$ cat src/rtl/cache_types.sv
// cache_types: types and helpers shared by the cache replacement logic.
//   plru_t     - 3-bit tree-PLRU word: [0] root, [1] A/B leaf, [2] C/D leaf
//   way_idx_t  - 2-bit way index (0=A, 1=B, 2=C, 3=D)
//   plru_victim() - way a given PLRU word points at for eviction
package cache_types;

    typedef logic [2:0] plru_t;
    typedef logic [1:0] way_idx_t;

    localparam way_idx_t WAY_A = 2'd0;
    localparam way_idx_t WAY_B = 2'd1;
    localparam way_idx_t WAY_C = 2'd2;
    localparam way_idx_t WAY_D = 2'd3;

    // Root picks the half, then that half's leaf picks the way.
    function automatic way_idx_t plru_victim(input plru_t p);
        if (!p[0]) begin
            return p[1] ? WAY_B : WAY_A;
        end
        return p[2] ? WAY_D : WAY_C;
    endfunction

endpackage

$ cat src/rtl/plru_touch.sv
// plru_touch: combinational tree-PLRU update for one access.
//   cur - PLRU word before the access
//   way - way that was accessed
//   nxt - PLRU word pointing away from that way; the other leaf is kept
module plru_touch
    import cache_types::*;
(
    input  plru_t    cur,
    input  way_idx_t way,
    output plru_t    nxt
);

    always_comb begin
        // NOTE: default assignment first so every path drives nxt and no latch is inferred.
        nxt = cur;
        case (way)
            WAY_A: begin nxt[0] = 1'b1; nxt[1] = 1'b1; end
            WAY_B: begin nxt[0] = 1'b1; nxt[1] = 1'b0; end
            WAY_C: begin nxt[0] = 1'b0; nxt[2] = 1'b1; end
            default: begin nxt[0] = 1'b0; nxt[2] = 1'b0; end
        endcase
    end

endmodule

$ cat src/rtl/plru_tracker.sv
// plru_tracker: per-set 4-way tree-PLRU state with victim lookup and flush.
//   clk, rst               - clock, asynchronous active-high reset
//   flush_req / busy       - start a sweep clearing every set / sweep running
//   rd_en, rd_set          - victim lookup request
//   rd_valid, lru_bits,
//   victim_way             - lookup result one cycle later (held otherwise)
//   touch_en, touch_set,
//   touch_way              - record an access (hit or fill)
module plru_tracker
    import cache_types::*;
#(
    parameter int NUM_SETS = 16
) (
    input  logic                        clk,
    input  logic                        rst,
    input  logic                        flush_req,
    output logic                        busy,
    input  logic                        rd_en,
    input  logic [$clog2(NUM_SETS)-1:0] rd_set,
    output logic                        rd_valid,
    output logic [2:0]                  lru_bits,
    output logic [1:0]                  victim_way,
    input  logic                        touch_en,
    input  logic [$clog2(NUM_SETS)-1:0] touch_set,
    input  logic [1:0]                  touch_way
);

    localparam int SET_W = $clog2(NUM_SETS);

    localparam logic [0:0] ST_IDLE  = 1'b0;
    localparam logic [0:0] ST_FLUSH = 1'b1;

    logic [0:0]       state;
    logic [SET_W-1:0] flush_cnt;
    plru_t            mem [NUM_SETS];

    plru_t touch_cur;
    plru_t touch_nxt;
    plru_t rd_data;
    logic  touch_fire;
    logic  rd_fire;

    assign busy       = (state == ST_FLUSH);
    assign touch_fire = touch_en & ~busy;
    assign rd_fire    = rd_en & ~busy;
    assign touch_cur  = mem[touch_set];

    // One update instance serves both the store and the same-set read bypass.
    plru_touch u_touch (
        .cur (touch_cur),
        .way (touch_way),
        .nxt (touch_nxt)
    );

    // Write-first: a read of the set being touched sees the updated word.
    always_comb begin
        rd_data = mem[rd_set];
        if (touch_fire && (touch_set == rd_set)) begin
            rd_data = touch_nxt;
        end
    end

    // NOTE: the PLRU array is reset explicitly; it is flop-based, and an
    // asynchronous clear must leave every set pointing at way A at once.
    always_ff @(posedge clk or posedge rst) begin
        if (rst) begin
            for (int i = 0; i < NUM_SETS; i++) begin
                mem[i] <= '0;
            end
        end else if (busy) begin
            mem[flush_cnt] <= '0;
        end else if (touch_fire) begin
            mem[touch_set] <= touch_nxt;
        end
    end

    // A touch in the same cycle as flush_req is stored above and wiped by the sweep.
    always_ff @(posedge clk or posedge rst) begin
        if (rst) begin
            // NOTE: non-blocking assignments for all sequential state so every
            // flop samples pre-edge values regardless of statement order.
            state     <= ST_IDLE;
            flush_cnt <= '0;
        end else begin
            case (state)
                ST_IDLE: begin
                    if (flush_req) begin
                        state     <= ST_FLUSH;
                        flush_cnt <= '0;
                    end
                end
                ST_FLUSH: begin
                    flush_cnt <= flush_cnt + 1'b1;
                    if (flush_cnt == SET_W'(NUM_SETS - 1)) begin
                        state <= ST_IDLE;
                    end
                end
                default: state <= ST_IDLE;
            endcase
        end
    end

    always_ff @(posedge clk or posedge rst) begin
        if (rst) begin
            rd_valid   <= 1'b0;
            lru_bits   <= '0;
            victim_way <= '0;
        end else begin
            rd_valid <= rd_fire;
            if (rd_fire) begin
                lru_bits   <= rd_data;
                victim_way <= plru_victim(rd_data);
            end
        end
    end

endmodule

$ cat config.mk
export PLATFORM = sky130hd
export DESIGN_NAME = plru_tracker
export DESIGN_NICKNAME = d
export VERILOG_FILES = /design/src/rtl/cache_types.sv /design/src/rtl/plru_touch.sv /design/src/rtl/plru_tracker.sv
export SDC_FILE = /design/constraint.sdc
export NUM_CORES = 1
export LEC_CHECK = 0
export ABC_AREA = 1
export ABC_CLOCK_PERIOD_IN_PS = 1920
export BUFFER_PORTS_ARGS = -buffer_cell sky130_fd_sc_hd__buf_2
export CAP_MARGIN = 20
export CORE_UTILIZATION = 55
export DETAILED_ROUTE_END_ITERATION = 12
export PLACE_DENSITY_LB_ADDON = 0.12
export SLEW_MARGIN = 20
export SYNTH_ARGS = -nofsm -noshare
export SYNTH_HDL_FRONTEND = slang
export SYNTH_SLANG_ARGS = --single-unit
$ cat constraint.sdc
create_clock -name clk -period 1.92 [get_ports clk]
set_clock_uncertainty 0.05 [all_clocks]
set_input_delay 0.096 -clock clk [delete_from_list [all_inputs] [get_ports clk]]
set_output_delay 0.096 -clock clk [all_outputs]
set_load 0.02 [all_outputs]
==> results of run 1 <==
[metrics by stage]
step	util	cell area, sq um	hold slack [ps]	total power, mW	instances
final	0.644	3880	24.8	4.25	600
after global routing	0.644	3880	41.1	4.49	600
after CTS	0.644	3880	16.2	4.24	600
after detailed placement	0.604	3640	131	3.00	583
after global placement	0.604	3640	115	2.97	583
after floorplan	-	3480	207	2.60	499
[sequential cells by signal, indices dropped and copies added, names as in the netlist]
signal	flops
lru_bits	3
flush_cnt	4
mem	48
busy	1
rd_valid	1
victim_way	1
[logic make-up after synthesis]
kind of cell / Yosys count / share of synthesized area
buf+inv: 74 / 0.0900
simple gates: 269 / 0.330
compound gates: 94 / 0.148
fa+ha+maj: 4 / 0.0144
flops: 58 / 0.417
[synth_stat cells, drive strengths merged]
library cell  number
nand4              3
nor2b              1
nand3             70
ha                 4
o31ai              2
a21oi             24
o21a               1
nor3              10
buf               13
o211ai             3
clkbuf             8
o22ai             21
nand2            144
clkinv             3
o21ai             42
inv               50
dfrtp             58
nor2              41
a22o               1
[power by group through the flow]
stage | sequential (mW) | combinational (mW) | clock (mW)
5_1_grt | 1.68 | 1.50 | 1.31
3_3_place_gp | 1.66 | 1.31 | 0
6_report | 1.66 | 1.34 | 1.25
3_5_place_dp | 1.67 | 1.32 | 0
4_1_cts | 1.65 | 1.33 | 1.26
2_1_floorplan | 1.68 | 0.921 | 0
[area by class of cell]
cell class | instances | area (sq um)
clock inverter | 5 | 78.8
fill | 587 | 2150
sequential | 58 | 1450
timing repair buffer | 32 | 205
clock buffer | 10 | 138
inverter | 53 | 199
multi-input combinational | 367 | 1710
tap | 75 | 93.8
[final timing paths]
kind                                   from          end  slack [ps]  depth (start not counted)
worst max-delay path                   busy       mem[3]         290                          4
worst min-delay path                  rd_en  lru_bits[2]          20                          4
worst max register to register         busy       mem[3]         290                          4
worst min register to register  lru_bits[2]  lru_bits[2]         430                          2
max in group asynchronous               rst      mem[19]         950                          4
min in group asynchronous               rst      mem[11]         290                          3
[worst reg2reg max path, cell delays in order (launching register included)]
cell	delay, ps
dfrtp_1	350
clkinv_1	210
buf_4	310
o31ai_1	440
o22ai_1	130
[per-layer routing]
layer | part of all wire | GRT usage | vias up | routed length (microns)
li1 | - | - | 1698 | -
met1 | 0.45 | 0.443 | 1602 | 4450
met2 | 0.45 | 0.509 | 153 | 4450
met3 | 0.072 | 0.0611 | 25 | 710
met4 | 0.030 | 0.173 | 0 | 293
met5 | 0 | 0 | - | 0
[what timing repair did]
action | 4_1_cts | 5_1_grt
endpoints found under the hold margin | 25 | 0
endpoints found under the setup margin | 0 | 0
setup buffers | 0 | 0
gates resized for setup | 0 | 0
hold buffers | 2 | 0
==> metrics.cfg, run 1 <==
[worst_setup_path]
path_buf_inv=2
path_cells=clkinv_1 > buf_4 > o31ai_1 > o22ai_1
worstPathArrival_ps=1790
crit_family=compound AO/OA/AOI/OAI gates
end_kind=register
critPathLaunchType=register
cp_max_fo=30
timing_worst_setup_path_type=reg -> reg
required_ps=2070
crit_slowest_cell=o31ai_1
max_stage_delay_ps=440

[final_layout]
most-common-layout-cells=138 x nand2_1, 70 x nand3_1, 58 x dfrtp_1
n_antenna_cell=0
drive_gt1_frac=0.110
finalNetCount=540
synthToLayoutAreaGrowth_pct=11.6
mostFrequentLayoutCell=nand2_1

[sta]
layout_setup_ws_ps=287
finalHoldViolCount=0
worst_pin_slew_ps=540
slew_viol_final=0
fin_crit_ps=1630
fin_crit_sh=0.850
rsz0062_at_grt=false
setup_viol=0
fin_setup_tns_ps=0
fmax_mhz=613
slew_headroom=0.639

[logic_synthesis]
netlist-cell-type-count=26
ys_ff_latch=58
synth_top_area_cell=dfrtp_1
synthCells=499
syn_nets=518
syn_area_sq_mm=0.00348
yosys_warnings=0
synth_seq_area_share=0.417
synth_top_area_share=0.417
synth_area_per_cell_sq_um=6.97
yosys-top-cells-area=dfrtp_1 42%, nand2_1 15%, nand3_1 10%

[pwr]
p_clk_frac=0.294
pwr-share-comb=0.316
p_switching_mw=1.60
p_sw_frac=0.376
ir_drop_v=0.00106
cellLeakagePower_nw=1.91
pwr-share-seq=0.390
power_density_mw_per_mm2=1100
p_int_mw=2.65

[clocking]
clk-insertion-delay-late_ps=350
cts-buffers-inserted=9
cts_tree=yes
root_buffer=clkbuf_8
htreeDepth=3
clockBufferDepth=2
clk_pin_slew_ps=60
cts.sinks=58

[drt]
routedWlPerCell_microns=16.5
ant_nets=0
first_pass_iters=5
vias=3478
drtIter0Drc=297
vias_per_cell=5.80
wl_microns=9910
drc=0

[floorplan]
die_h_microns=81.5
core.rowCount=28
core_sq_mm=0.00603
io_pins=22
initial_utilization=0.577
die_area_sq_mm=0.00664
die_x_microns=81.5

[placed_design]
gp_congestion=0.973
dp_slack_ps=267
hpwl_microns=7300
port_buffers=21

[job]
maxCapViolations=0

[global_route]
grt_use_total=0.331
antenna_found_initial=0
grt_pass1_wl_microns=16000
grt_max_degree=35
gr-total-overflow=0
grt_pass1_vias=3201

[run_status]
outcome=complete, no violations

[min_path]
hp-class=in -> reg

Note: power is estimated with default switching activity, not from simulation.
==> inputs of run 2 (changes only) <==
--- a/config.mk
+++ b/config.mk
@@ -12,6 +12,7 @@
 export CORE_UTILIZATION = 55
 export DETAILED_ROUTE_END_ITERATION = 12
 export PLACE_DENSITY_LB_ADDON = 0.12
+export REMOVE_ABC_BUFFERS = 1
 export SLEW_MARGIN = 20
 export SYNTH_ARGS = -nofsm -noshare
 export SYNTH_HDL_FRONTEND = slang
==> metrics.cfg, run 2 (same netlist as run 1, synthesis figures left out) <==
[sta]
finalHoldViolCount=1
worst_pin_slew_ps=510
hold_slack_ps=-7.66
setup_viol=0
fin_crit_ps=1590
slew_headroom=0.660
slew_viol_final=0
fin_crit_sh=0.826
rsz0062_at_grt=false
layout_setup_ws_ps=334
fmax_mhz=630

[worst_setup_path]
required_ps=2080
end_kind=register
critPathLaunchType=register
worstPathArrival_ps=1750
cp_max_fo=33
timing_worst_setup_path_type=reg -> reg

[drt]
wl_microns=10800
drc=0
wl_met3_microns=1040
routedWlPerCell_microns=17.9
route.met2.wl_microns=4620
m1WireLength_microns=4740
first_pass_iters=5
maxUsedRoutingLayer=met4
drtIter0Drc=359
ant_nets=0
vias_per_cell=6.00
vias=3616

[final_layout]
synthToLayoutAreaGrowth_pct=11.8
n_fill_cell=570
drive_gt1_frac=0.116
top_register=mem
largest_reg_flops=48
most-common-layout-cells=138 x nand2_1, 70 x nand3_1, 58 x dfrtp_1
n_antenna_cell=0
finalNetCount=543
mostFrequentLayoutCell=nand2_1
top_regs=mem (48), flush_cnt (4), lru_bits (3)
stdcell_count=603

[min_path]
hp-class=in -> reg

[floorplan]
io_pins=22
die_h_microns=81.5
core.rowCount=28
die_x_microns=81.5
die_area_sq_mm=0.00664
core_sq_mm=0.00603
initial_utilization=0.577

[placed_design]
dp_slack_ps=274
port_buffers=21
gp_congestion=0.902
hpwl_microns=7930
dp.cells=587

[global_route]
grt_pass1_vias=3350
gr-total-overflow=0
grt_max_degree=39
grt_pass1_wl_microns=17200
grt_use_total=0.363
antenna_found_initial=0

[pwr]
cellLeakagePower_nw=1.92
power_mw=4.23
ir_drop_v=0.000837
power_density_mw_per_mm2=1090

[run_status]
outcome=finished with violations
violations=negative hold slack

[clocking]
htreeDepth=3
hold_buffers=1
clk-insertion-delay-late_ps=350
clk_pin_slew_ps=70
postCtsSetupBuffers=0
cts-buffers-inserted=9
root_buffer=clkbuf_8
clockBufferDepth=2
cts.sinks=58
cts_resized=0
cts_tree=yes

[job]
maxCapViolations=0

run 2: changes by cell type in the layout (fill, tap and decap cells not counted), sizes merged:
cell,before,now
clkinv,6,4
clkbuf,10,13
buf,30,34
dlygate4sd3,2,1
bufinv,2,1
run 2: power breakdown:
part | internal, mW | switching [mW]
Combinational | 0.441 | 0.949
Sequential | 1.46 | 0.197
Clock | 0.697 | 0.484
Total | 2.60 | 1.63
run 2: layout make-up:
class                      count  area, sq um  area share
timing repair buffer          35          225      0.0580
clock buffer                  13          169      0.0435
inverter                      53          199      0.0512
clock inverter                 2         35.0     0.00901
tap                           75         93.8      0.0241
multi-input combinational    367         1710       0.441
sequential                    58         1450       0.373
run 2: critical path: stages, from the launching register on:
cell and delay, ps:
dfrtp_1 380, clkinv_1 70, buf_4 320, nand3_1 230, o31ai_1 120, inv_1 140, nand2_1 70, o21ai_0 80
run 2: worst paths after layout:
path                       startpoint  endpoint  slack, ps  cells after the start
setup / recovery                 busy   mem[10]        330                      7
hold reg to reg               mem[45]   mem[45]        450                      2
hold / removal              flush_req      busy         -8                      3
min in group asynchronous         rst   mem[39]        280                      3
max in group asynchronous         rst   mem[16]        950                      4
setup reg to reg                 busy   mem[10]        330                      7
run 2: stage by stage:
stage,cell area [sq um],hold WS (ps),utilization,setup TNS [ps]
after detailed placement,3670,103,0.609,0
after global routing,3890,31.7,0.645,0
final,3890,-7.66,0.645,0
after CTS,3890,2.59,0.645,0
after global placement,3670,80.3,0.609,0
after floorplan,3360,204,-,-2520
run 2: layer usage:
layer  up-vias  GRT usage
met5         -          0
met1      1678      0.515
li1       1702          -
met4         0      0.179
met3        41     0.0556
met2       195      0.539
==> inputs of run 3 (changes only) <==
--- a/config.mk
+++ b/config.mk
@@ -6,7 +6,7 @@
 export NUM_CORES = 1
 export LEC_CHECK = 0
 export ABC_AREA = 1
-export ABC_CLOCK_PERIOD_IN_PS = 1920
+export ABC_CLOCK_PERIOD_IN_PS = 1500
 export BUFFER_PORTS_ARGS = -buffer_cell sky130_fd_sc_hd__buf_2
 export CAP_MARGIN = 20
 export CORE_UTILIZATION = 55
==> constraint.sdc (replaced) <==
create_clock -name clk -period 1.5 [get_ports clk]
set_clock_uncertainty 0.05 [all_clocks]
set_input_delay 0.075 -clock clk [delete_from_list [all_inputs] [get_ports clk]]
set_output_delay 0.075 -clock clk [all_outputs]
set_load 0.02 [all_outputs]
==> metrics.cfg, run 3 (same netlist as run 1, synthesis figures left out) <==
[sta]
fin_crit_ps=1620
fin_crit_sh=1.08
slew_headroom=0.729
fin_setup_tns_ps=-991
fmax_mhz=619
layout_setup_ws_ps=-116
setup_viol=19
slew_viol_final=0
worst_pin_slew_ps=404
finalHoldViolCount=0
rsz0062_at_grt=true

[pwr]
power_density_mw_per_mm2=1310
ir_drop_v=0.00115
power_mw=5.79
cellLeakagePower_nw=2.17

[drt]
vias=3981
drc=0
wl_microns=11900
ant_nets=0
first_pass_iters=5
vias_per_cell=6.11
drtIter0Drc=555
routedWlPerCell_microns=18.3

[clocking]
cts_tree=yes
root_buffer=clkbuf_8
clk_pin_slew_ps=70
cts.sinks=58
clockBufferDepth=2
cts-buffers-inserted=9
clk-insertion-delay-late_ps=350
htreeDepth=3

[worst_setup_path]
cp_max_fo=3
timing_worst_setup_path_type=reg -> reg
worstPathArrival_ps=1810
end_kind=register
required_ps=1690
critPathLaunchType=register

[global_route]
busiest_layer=met2
use_met1=0.486
grt_max_degree=59
use_met2=0.554
gr-total-overflow=0
grt_use_total=0.364
grt_util_met3=0.0744
antenna_found_initial=0
grt_pass1_wl_microns=17400
grt_pass1_vias=3587

[floorplan]
core_sq_mm=0.00603
core.rowCount=28
die_x_microns=81.5
die_area_sq_mm=0.00664
io_pins=22
initial_utilization=0.577
die_h_microns=81.5

[placed_design]
gp_congestion=0.959
dp.cells=623
dp_slack_ps=-172
port_buffers=21
hpwl_microns=8090
placed_area_sq_mm=0.00394

[final_layout]
top_register=mem
stdcell_count=652
mostFrequentLayoutCell=nand2_1
n_antenna_cell=0
drive_gt1_frac=0.253
largest_reg_flops=48
finalNetCount=591
most-common-layout-cells=136 x nand2_1, 65 x nand3_1, 58 x dfrtp_1
top_regs=mem (48), flush_cnt (4), lru_bits (3)
synthToLayoutAreaGrowth_pct=27.4
design_area_sq_mm=0.00443

[run_status]
violations=negative setup slack
outcome=finished with violations

[job]
maxCapViolations=0

[min_path]
hp-class=in -> reg

==> run 3: worst max-delay path, cell delays in order, from the launching register on <==
cell and delay [ps]:
dfrtp_1 370, inv_1 130, nand2_1 90, o211ai_1 130, nand3_1 230, nand3_1 140, nand2_1 50, nand2_1 80
nand3_2 90, nor2b_1 140
==> run 3: metrics by stage <==
stage	utilization	hold WS (ps)
final	0.735	43.5
after global routing	0.735	65.0
after CTS	0.693	34.5
after detailed placement	0.654	112
after global placement	0.654	99.3
after floorplan	-	183
==> run 3: per-layer routing <==
layer,wire [microns],part of all wire
met1,4820,0.40
met2,5480,0.46
met3,1260,0.11
met4,382,0.032
met5,0,0
==> run 3: report_power, final <==
group	switching [mW]	internal, mW
Sequential	0.244	1.87
Combinational	1.40	0.855
Clock	0.658	0.755
==> run 3: area by class of cell <==
| type | instances | area (sq um) |
|---|---|---|
| sequential | 58 | 1450 |
| tap | 75 | 93.8 |
| multi-input combinational | 368 | 1900 |
| inverter | 53 | 199 |
| clock buffer | 10 | 128 |
| clock inverter | 6 | 57.6 |
| timing repair buffer | 82 | 598 |
| fill | 516 | 1600 |
==> run 3: worst paths after layout <==
check	from	depth (start not counted)	slack (ps)	to
min in group asynchronous	rst	4	280	flush_cnt[0]
worst max-delay path	mem[37]	9	-120	lru_bits[1]
worst min-delay path	touch_en	3	40	mem[42]
worst min register to register	lru_bits[2]	2	430	lru_bits[2]
worst max register to register	mem[37]	9	-120	lru_bits[1]
max in group asynchronous	rst	4	850	flush_cnt[2]
==> run 3: timing repair <==
| item | CTS | global route |
|---|---|---|
| pin swaps | 0 | 8 |
| gates cloned | 0 | 1 |
| endpoints found under the setup margin | 4 | 39 |
| setup buffers | 0 | 9 |
| hold buffers | 3 | 0 |
| resized for setup | 3 | 54 |
| endpoints found under the hold margin | 61 | 0 |
